File: src/rtl/div_rem_sequencer.sv
// Multi-cycle signed divide/remainder sequencer for the EX stage.
// Runs a restoring divider one quotient bit per cycle. The pipeline is held on Stall while
// the op runs, and the answer is presented on Result with a single-cycle Valid pulse.
module div_rem_sequencer #(
  parameter int unsigned WIDTH    = 32,
  parameter logic [3:0]  CTRL_DIV = 4'b0110,
  parameter logic [3:0]  CTRL_REM = 4'b1010
) (
  input  logic             clk,
  input  logic             rst,
  input  logic             Start,
  input  logic [3:0]       ALUControl,
  input  logic [WIDTH-1:0] A,
  input  logic [WIDTH-1:0] B,
  input  logic             Flush,
  output logic             Stall,
  output logic             Valid,
  output logic [WIDTH-1:0] Result,
  output logic             DivZero
);

  localparam int unsigned CntW = $clog2(WIDTH + 1);
  localparam logic [WIDTH-1:0] MinNeg  = {1'b1, {(WIDTH-1){1'b0}}};
  localparam logic [WIDTH-1:0] AllOnes = '1;

  typedef enum logic [1:0] {StIdle, StCalc, StFix, StDone} state_e;

  state_e           state_q, state_d;
  logic             op_rem_q, op_rem_d;
  logic             sign_a_q, sign_a_d;
  logic             sign_b_q, sign_b_d;
  logic [WIDTH-1:0] abs_b_q, abs_b_d;
  logic [WIDTH-1:0] rem_q, rem_d;
  logic [WIDTH-1:0] quo_q, quo_d;
  logic [WIDTH-1:0] result_q, result_d;
  logic [CntW-1:0]  cnt_q, cnt_d;
  logic             divzero_q, divzero_d;

  logic             accept;
  logic [WIDTH-1:0] abs_a, abs_b;
  logic [WIDTH:0]   rem_shift, trial;
  logic [WIDTH-1:0] quo_signed, rem_signed;

  // Operand magnitudes; |MinNeg| wraps to itself, which is 2^(WIDTH-1) read as unsigned.
  assign abs_a = A[WIDTH-1] ? -A : A;
  assign abs_b = B[WIDTH-1] ? -B : B;

  assign accept = (state_q == StIdle) & Start &
                  ((ALUControl == CTRL_DIV) | (ALUControl == CTRL_REM)) & ~Flush;

  // One restoring step: shift {rem,quo} left, then trial-subtract the divisor magnitude.
  assign rem_shift = {rem_q, quo_q[WIDTH-1]};
  assign trial     = rem_shift - {1'b0, abs_b_q};

  assign quo_signed = (sign_a_q ^ sign_b_q) ? -quo_q : quo_q;
  assign rem_signed = sign_a_q ? -rem_q : rem_q;

  assign Stall   = accept | (state_q == StCalc) | (state_q == StFix);
  assign Valid   = (state_q == StDone);
  assign Result  = result_q;
  assign DivZero = divzero_q;

  // Next-state and datapath updates.
  always_comb begin
    state_d   = state_q;
    op_rem_d  = op_rem_q;
    sign_a_d  = sign_a_q;
    sign_b_d  = sign_b_q;
    abs_b_d   = abs_b_q;
    rem_d     = rem_q;
    quo_d     = quo_q;
    result_d  = result_q;
    cnt_d     = cnt_q;
    divzero_d = divzero_q;
    unique case (state_q)
      StIdle: begin
        if (accept) begin
          op_rem_d = (ALUControl == CTRL_REM);
          sign_a_d = A[WIDTH-1];
          sign_b_d = B[WIDTH-1];
          abs_b_d  = abs_b;
          if (B == '0) begin
            result_d  = (ALUControl == CTRL_REM) ? A : AllOnes;
            divzero_d = 1'b1;
            state_d   = StDone;
          end else if ((A == MinNeg) && (B == AllOnes)) begin
            result_d  = (ALUControl == CTRL_REM) ? '0 : MinNeg;
            divzero_d = 1'b0;
            state_d   = StDone;
          end else begin
            rem_d   = '0;
            quo_d   = abs_a;
            cnt_d   = CntW'(WIDTH);
            state_d = StCalc;
          end
        end
      end
      StCalc: begin
        if (Flush) begin
          state_d = StIdle;
        end else begin
          if (!trial[WIDTH]) begin
            rem_d = trial[WIDTH-1:0];
            quo_d = {quo_q[WIDTH-2:0], 1'b1};
          end else begin
            rem_d = rem_shift[WIDTH-1:0];
            quo_d = {quo_q[WIDTH-2:0], 1'b0};
          end
          cnt_d = cnt_q - CntW'(1);
          if (cnt_q == CntW'(1)) state_d = StFix;
        end
      end
      StFix: begin
        if (Flush) begin
          state_d = StIdle;
        end else begin
          result_d  = op_rem_q ? rem_signed : quo_signed;
          divzero_d = 1'b0;
          state_d   = StDone;
        end
      end
      StDone: state_d = StIdle;
      default: state_d = StIdle;
    endcase
  end

  // State and datapath registers with synchronous reset.
  always_ff @(posedge clk) begin
    if (rst) begin
      state_q   <= StIdle;
      op_rem_q  <= 1'b0;
      sign_a_q  <= 1'b0;
      sign_b_q  <= 1'b0;
      abs_b_q   <= '0;
      rem_q     <= '0;
      quo_q     <= '0;
      result_q  <= '0;
      cnt_q     <= '0;
      divzero_q <= 1'b0;
    end else begin
      state_q   <= state_d;
      op_rem_q  <= op_rem_d;
      sign_a_q  <= sign_a_d;
      sign_b_q  <= sign_b_d;
      abs_b_q   <= abs_b_d;
      rem_q     <= rem_d;
      quo_q     <= quo_d;
      result_q  <= result_d;
      cnt_q     <= cnt_d;
      divzero_q <= divzero_d;
    end
  end

endmodule

File: config.mk
export PLATFORM = sky130hd
export DESIGN_NAME = div_rem_sequencer
export DESIGN_NICKNAME = d
export VERILOG_FILES = /design/src/rtl/div_rem_sequencer.sv
export SDC_FILE = /design/constraint.sdc
export NUM_CORES = 1
export LEC_CHECK = 0
export ABC_AREA = 1
export CAP_MARGIN = 20
export CORE_MARGIN = 3
export CORE_UTILIZATION = 55
export DETAILED_ROUTE_END_ITERATION = 10
export PLACE_DENSITY = 0.8
export SLEW_MARGIN = 10
export SYNTH_ARGS = -nofsm -noshare
export SYNTH_HDL_FRONTEND = slang
export SYNTH_SLANG_ARGS = --single-unit
File: constraint.sdc
create_clock -name clk -period 2.35 [get_ports clk]
set_input_delay 0.3525 -clock clk [delete_from_list [all_inputs] [get_ports clk]]
set_output_delay 0.3525 -clock clk [all_outputs]
set_load 0.005 [all_outputs]
==> flow_summary.json <==
{
  "syn_nets": 2403,
  "worst_slack_ps": 17.8,
  "grt_first_pass_wirelength_mm": 73.7,
  "antenna_found_initial": 0,
  "final_core_util_pct": 72.9,
  "numCtsBuffers": 17,
  "nets": 2634,
  "p_comb_share_pct": 37.8,
  "synth_flop_cell": "dfxtp_1",
  "syn2layout_area_growth_pct": 29.7,
  "hpwl_mm": 35.8,
  "wl_per_cell_um": 16.9,
  "maxCapViolCount": 0,
  "ys.warnings.count": 0,
  "avgSynthCellArea_um2": 5.78,
  "clkTransAtPathRegs_ps": 70,
  "grt.overflow.total": 0,
  "clock-root-buffer": "clkbuf_16",
  "path_class": "flip-flop to flip-flop",
  "hold_class": "input pin to flip-flop",
  "drc": 0,
  "p_leak_nw": 8.13,
  "cts_hold_buf": 0,
  "core-area_mm2": 0.0235,
  "io_pins": 107,
  "crit_buf_inv": 2,
  "htree_levels": 4,
  "pre_cts_ws_ps": -389,
  "seq_power_share_pct": 30.0,
  "ant_nets": 0,
  "whs_path_depth": 3,
  "total_power_w": 0.00818,
  "sw_frac_of_total_pct": 37.8,
  "finClkSkew_ps": 15.6,
  "clk_path_buf_depth": 2,
  "crit_top_cell": "nand2_8",
  "placed_area_mm2": 0.0157,
  "multi_input_area_mm2": 0.00941,
  "power-per-cell-area_mw_per_mm2": 477,
  "r2r_setup_slack_ps": 20,
  "critPathRequiredTime_ps": 2710,
  "firstDrtPassIters": 8,
  "finalSetupViolCount": 0,
  "max_slew_margin_pct": 51.3,
  "whs_endpoint": "cnt_q[2]",
  "dieHeight_um": 161,
  "rsz0062_at_grt": "yes",
  "ys_ff_latch": 140,
  "viasPerCell": 5.68,
  "finish.instance_area_mm2": 0.0172,
  "fmax_mhz": 429,
  "p_switching_w": 0.00309,
  "drive_gt1_share_pct": 18.7,
  "crit_cells": 15,
  "cp.arrival_ps": 2690,
  "clkPwrFrac_pct": 32.2,
  "cts_tree": "done",
  "critPathSlowestCell": "ha_4",
  "drv_slew": 0,
  "p_int_w": 0.00509,
  "holdWs_ps": 413,
  "status": "finished, final reports clean",
  "num_vias": 16209,
  "crit_chain": "inv_1 -> ha_4 -> nand2_1 -> nor2_2 -> nand3_2 -> nand2_2 -> nand2_4 -> nand2_4 -> nand2_8 -> nand2_8 -> nand2_8 -> buf_12 -> nand3_4 -> nand3_2 -> a21oi_2",
  "portBuffers": 106,
  "grtUsageTotal_pct": 34.7,
  "fin_crit_sh_pct": 99.2,
  "grt_max_degree": 76,
  "timing.rr.start": "abs_b_q[4]",
  "hold_viol_final": 0,
  "antenna_cells": 0,
  "clock_sinks": 140,
  "rr_worst_depth": 15,
  "insertion_delay_ps": 440,
  "dieArea_mm2": 0.0260,
  "synth.distinct_cells": 46,
  "first_iter_violations": 1685,
  "syn-cell-area_mm2": 0.0132,
  "routed_wl_mm": 48.2,
  "die_x_um": 161,
  "synth-edff-count": 0,
  "cp-end-kind": "flip-flop",
  "worstMarginPinSlew_ps": 730,
  "n_fill_cell": 2071,
  "finalWeightedCongestion": 0.993,
  "grt_pass1_vias": 14688,
  "min_period_ps": 2330,
  "synthArstFlopShare_pct": 0,
  "synth_seq_area_share_pct": 21.2,
  "rr_endpoint": "rem_q[5]",
  "num_rows": 56,
  "critPathLaunchType": "flip-flop",
  "crit_family": "simple AND/OR/NAND/NOR gates",
  "ir_drop_mv": 0.434,
  "synthCells": 2291,
  "critical-path-max-stage-delay_ps": 340,
  "path_max_fanout": 8,
  "min_from": "rst",
  "ff_latch_area_mm2": 0.00281,
  "initial_utilization_pct": 56.2
}
-- worst register-to-register path: cells and delay by family (launching register included) --
family | cells | cell delay [ps]
DFF | 1 | 300
buffers and inverters | 2 | 330
AOI/OAI and AO/OA | 1 | 170
adders and majority gates | 1 | 350
and+or+nand+nor | 11 | 1120
-- placed cells by master (no fill, tap or decap), drive strengths merged, types with 26 or more instances in the layout --
cell type	Yosys	layout
inv	317	321
nand4	38	38
ha	39	39
xor2	26	26
buf	40	186
nor3	31	31
clkdlybuf4s50	0	105
clkbuf	46	26
o21ai	186	186
a21oi	209	209
dfxtp	140	140
nor2	229	229
nand3	228	228
nand2	663	664
-- layer usage --
layer | share of wire [%] | vias up | routed length [µm] | GRT usage, %
met3 | 9.5 | 135 | 4590 | 5.54
met5 | 0 | - | 0 | 0
met2 | 44 | 788 | 21300 | 54.1
li1 | - | 7915 | - | -
met1 | 43 | 7371 | 20600 | 48.6
met4 | 3.6 | 0 | 1740 | 12.6
-- final cells by class --
class	instances	area share, %
timing repair buffer	297	16.2
tap	319	2.33
inverter	320	7.04
sequential	140	16.4
clock inverter	11	0.634
multi-input combinational	1746	54.8
clock buffer	20	2.60
-- sequential cells by signal, summed over array words and instances, names as in the netlist, 2 cells and up --
name and flops:
quo_q 32, Result 32, rem_q 32, state_q 2, abs_b_q 32, cnt_q 6
-- timing repair --
| item | in CTS | in global routing |
|---|---|---|
| gates resized for setup | 21 | 127 |
| buffers inserted | 0 | 2 |
| setup endpoints to repair | 33 | 97 |
| pin swaps | 4 | 36 |
| gates cloned | 1 | 7 |
-- through the flow --
stage / setup TNS (ps) / std cells
after floorplan: 0 / 2291
after global placement: -23520 / 2812
after detailed placement: -32230 / 2812
after CTS: 0 / 2844
after global routing: -1000 / 2853
final: 0 / 2853
-- worst max-delay path by stage --
stage / from / endpoint / slack, ps
detailed placement: A[0] / quo_q[13] / -390
global route: quo_q[31] / rem_q[28] / -60
CTS: A[0] / quo_q[13] / 30
floorplan: quo_q[31] / rem_q[14] / 60
finish: abs_b_q[4] / rem_q[5] / 20
global placement: A[1] / quo_q[13] / -310
-- Yosys cell counts, types with 7 or more instances --
cell type	instances	share of area, %
a21oi_1	186	7.0
a21oi_2	21	1.4
a31oi_1	15	0.71
buf_1	8	0.23
buf_2	12	0.45
buf_6	14	1.2
clkbuf_1	46	1.3
dfxtp_1	140	21
ha_1	39	3.7
inv_1	304	8.6
inv_2	13	0.37
nand2_1	616	17
nand2_2	39	1.8
nand2_4	7	0.60
nand3_1	195	7.4
nand3_2	31	2.3
nand3b_1	15	0.85
nand4_1	38	1.8
nor2_1	217	6.2
nor2_2	12	0.57
nor3_1	30	1.1
o21ai_0	171	6.5
o21ai_1	14	0.53
o22ai_1	9	0.43
or2_2	9	0.43
xnor2_1	14	0.93
xor2_1	26	1.7
-- power groups by stage --
stage / registers, W / clock network [W] / logic (W)
after CTS: 0.00245 / 0.00261 / 0.00264
after global placement: 0.00250 / 0 / 0.00252
after floorplan: 0.00249 / 0 / 0.00173
final: 0.00245 / 0.00263 / 0.00309
after global routing: 0.00246 / 0.00272 / 0.00335
after detailed placement: 0.00250 / 0 / 0.00256
-- logic make-up after synthesis --
kind of cell | count (synthesis) | share of synthesized area (%)
xor gates and xnor gates | 40 | 2.65
and+or+nand+nor | 1222 | 41.5
buffers and inverters | 406 | 12.6
DFF | 140 | 21.2
AOI/OAI and AO/OA | 443 | 18.3
adders and majority gates | 40 | 3.84
Power figures use the tool's default switching activity.
==> edit, RTL diff (same flow settings) <==
The 4 states of `state_e` get a Gray code encoding in 2 bits.
--- a/src/rtl/div_rem_sequencer.sv
+++ b/src/rtl/div_rem_sequencer.sv
@@ -23,7 +23,7 @@
   localparam logic [WIDTH-1:0] MinNeg  = {1'b1, {(WIDTH-1){1'b0}}};
   localparam logic [WIDTH-1:0] AllOnes = '1;
 
-  typedef enum logic [1:0] {StIdle, StCalc, StFix, StDone} state_e;
+  typedef enum logic [1:0] {StIdle = 2'b00, StCalc = 2'b01, StFix = 2'b11, StDone = 2'b10} state_e;
 
   state_e           state_q, state_d;
   logic             op_rem_q, op_rem_d;
Function: same outputs for any inputs over 4 cycles, from zero or initial values and one cycle with rst high; so few cycles prove little.
==> edit against the original RTL <==
Design area shrank 0.75%; routed wire length grew 4.5%; global-route usage grew 2.4 points; sequential cell count is the same; utilization grew 1.2 points; cell count grew 3.1%; hold slack lost 86 ps; area after synthesis shrank 1.5%; die area shrank 1.4%; setup slack lost 5.6 ps; largest cell class unchanged.
Power is not compared: it rests on default switching activity, and its combinational part moved more than twofold at a synthesized area within 25%.
==> edit: results (changes against the original RTL) <==
----------------------------------------------------
[Yosys]
  Fraction of registers with async set/reset ... 0% (unchanged)
  Largest cells by area after synthesis ... dfxtp_1 21%, nand2_1 21%, nand3_1 8.6% (was dfxtp_1 21%, nand2_1 17%, inv_1 8.6%)
  Leading cell types by count after synthesis ... 715 x nand2_1, 291 x inv_1, 251 x nor2_1 (was 616 x nand2_1, 304 x inv_1, 217 x nor2_1)
  Synthesized net count ... 2448 (was 2403)
  Count of warnings emitted by yosys ... 0 (unchanged)
  Part of the Yosys area used for sequential elements ... 21.5% (was 21.2%)
  Synth unique cells ... 45 (was 46)

[Detailed routing]
  Routed wire per std cell ... 17.1 um (was 16.9 um)
  Wire length the detailed router placed on met1 ... 21.6 mm (was 20.6 mm)
  Routed wl met3 ... 6.26 mm (was 4.59 mm)
  Total number of vias ... 16.7k (was 16.2k)
  Max layer used ... met5 (was met4)
  Met2 wirelength from detailed routing ... 20.7 mm (was 21.3 mm)
  Detailed router's first-iteration violation count ... 2483 (was 1685)

[Clocking]
  Clock-pin slew of the registers on the worst-case setup and hold paths ... 70 ps (about the same)
  Clock latency reported for the late side of the worst-skew pair ... 440 ps (about the same)
  Number of clock buffers inserted by TritonCTS ... 17 (unchanged)
  Clock root buffer ... clkbuf_16 (unchanged)

[Power and ir drop]
  Worst IR Drop VDD ... 1.24 mV
  Static Leak ... 0.00826 uW

[Global routing]
  Initial antenna violation count ... 1 (was 0)
  Total Routing Usage GR ... 37.1% (was 34.7%)
  Global-route wire length before repair ... 76.5 mm (was 73.7 mm)
  Largest net degree at the start of global routing ... 89 (was 76)
  Via count of the first global-routing pass ... 14.8k (was 14.7k)

[Placement]
  Worst slack at placement ... -361 ps (was -389 ps)
  Placer's final routability congestion estimate ... 1.04 (was 0.993)
  Detail Placement HPWL ... 39.3 mm (was 35.8 mm)
  Standard cell area after detailed placement ... 15900 um^2 (was 15700 um^2)

[Timing]
  Fraction of the cycle the final worst path needs ... 99.5% (was 99.2%)
  Slew @ Worst Pin ... 667 ps (was 730 ps)
  Clock tree skew after final layout ... 14.3 ps (was 15.6 ps)
  Hold Slack ... 327 ps (was 413 ps)

[Critical path]
  Largest fanout of any net on the critical path ... 6 (was 8)
  Slowest cell on the critical path ... dfxtp_2 (was ha_4)
  CP Capture Point ... rem_q[25] (was rem_q[5])
  Worst setup path startpoint ... quo_q[31] (was abs_b_q[4])
  Required time worst endpoint ... 2650 ps (was 2710 ps)
  Depth of the worst register-to-register path ... 18 (was 15)

[Finish]
  Final #Nets ... 2732 (was 2634)
  Layout cells sized above 1 ... 15.2% (was 18.7%)

[Run]
  Total of max-cap violations ... 0 (unchanged)

[Worst hold path]
  Worst hold-check path type ... in2reg (unchanged)

[Status]
  Result of the run ... finished clean (unchanged)

----------------------------------------------------
==> edit: cell count changes in the layout (fill, tap and decap cells not counted), sizes merged, moves of 4 or more <==
cell / delta
clkbuf: -7
nand3b: +4
ha: +5
xor2: +16
a21oi: -14
nand2: +61
inv: -19
nor3: -10
nor2: +35
o21ai: -14
o22ai: -7
a31oi: -12
buf: +59
==> edit: logic make-up after synthesis <==
family	after synthesis	share of synthesized area, %
xor+xnor	54	3.77
compound gates	396	15.8
buf+inv	387	12.0
fa+ha+maj	45	4.38
simple gates	1309	42.5
flops	140	21.5
==> edit: how the worst min path moves through the flow <==
stage | from | endpoint | cells after the start
5_1_grt | rst | Result[6] | 4
3_5_place_dp | Result[3] | Result[3] | 2
6_report | rst | Result[5] | 4
2_1_floorplan | abs_b_q[19] | abs_b_q[19] | 2
4_1_cts | rst | Result[6] | 4
3_3_place_gp | quo_q[18] | quo_q[18] | 2
==> edit: stage by stage <==
stage	total power, uW	TNS [ps]	instances	util [%]
2_1_floorplan	11700	0	2331	-
3_3_place_gp	15800	-22160	2897	69.1
3_5_place_dp	15900	-24410	2897	69.1
4_1_cts	19000	-20.6	2929	71.9
5_1_grt	22800	-2610	2942	74.1
6_report	21300	0	2942	74.1
==> edit: cell type report <==
type                    instances  area (um^2)
fillers                      2014         5950
inverters                     300         1130
multi-input cells            1805         9050
repair buffers                351         3040
well taps                     313          392
clock buffers                  18          429
clock inverters                14          184
diodes                          1         2.50
flip-flops and latches        140         2810
==> edit: worst min-delay path, stage by stage <==
cell and delay, ps:
buf_2 120, inv_1 110, o21ai_0 90, nor2_1 50
==> edit: repair_timing <==
item                       4_1_cts  5_1_grt
buffers inserted                 0        8
hold buffers                     0        0
cloned                           0        4
hold endpoints to repair         0        0
pin swaps                        1        9
gates resized for setup         17       86
setup endpoints to repair       34       43
==> edit: per-layer routing <==
| layer | up-vias | GRT usage, % |
|---|---|---|
| met4 | 2 | 12.4 |
| met5 | - | 1.89 |
| li1 | 8061 | - |
| met3 | 134 | 11.7 |
| met1 | 7566 | 51.5 |
| met2 | 951 | 54.2 |
==> edit: power groups by stage <==
stage	Sequential, uW	Clock (uW)	Combinational (uW)
6_report	3390	2910	15000
4_1_cts	3350	2870	12800
5_1_grt	3430	2980	16400
2_1_floorplan	3250	0	8460
3_5_place_dp	3380	0	12500
3_3_place_gp	3380	0	12400
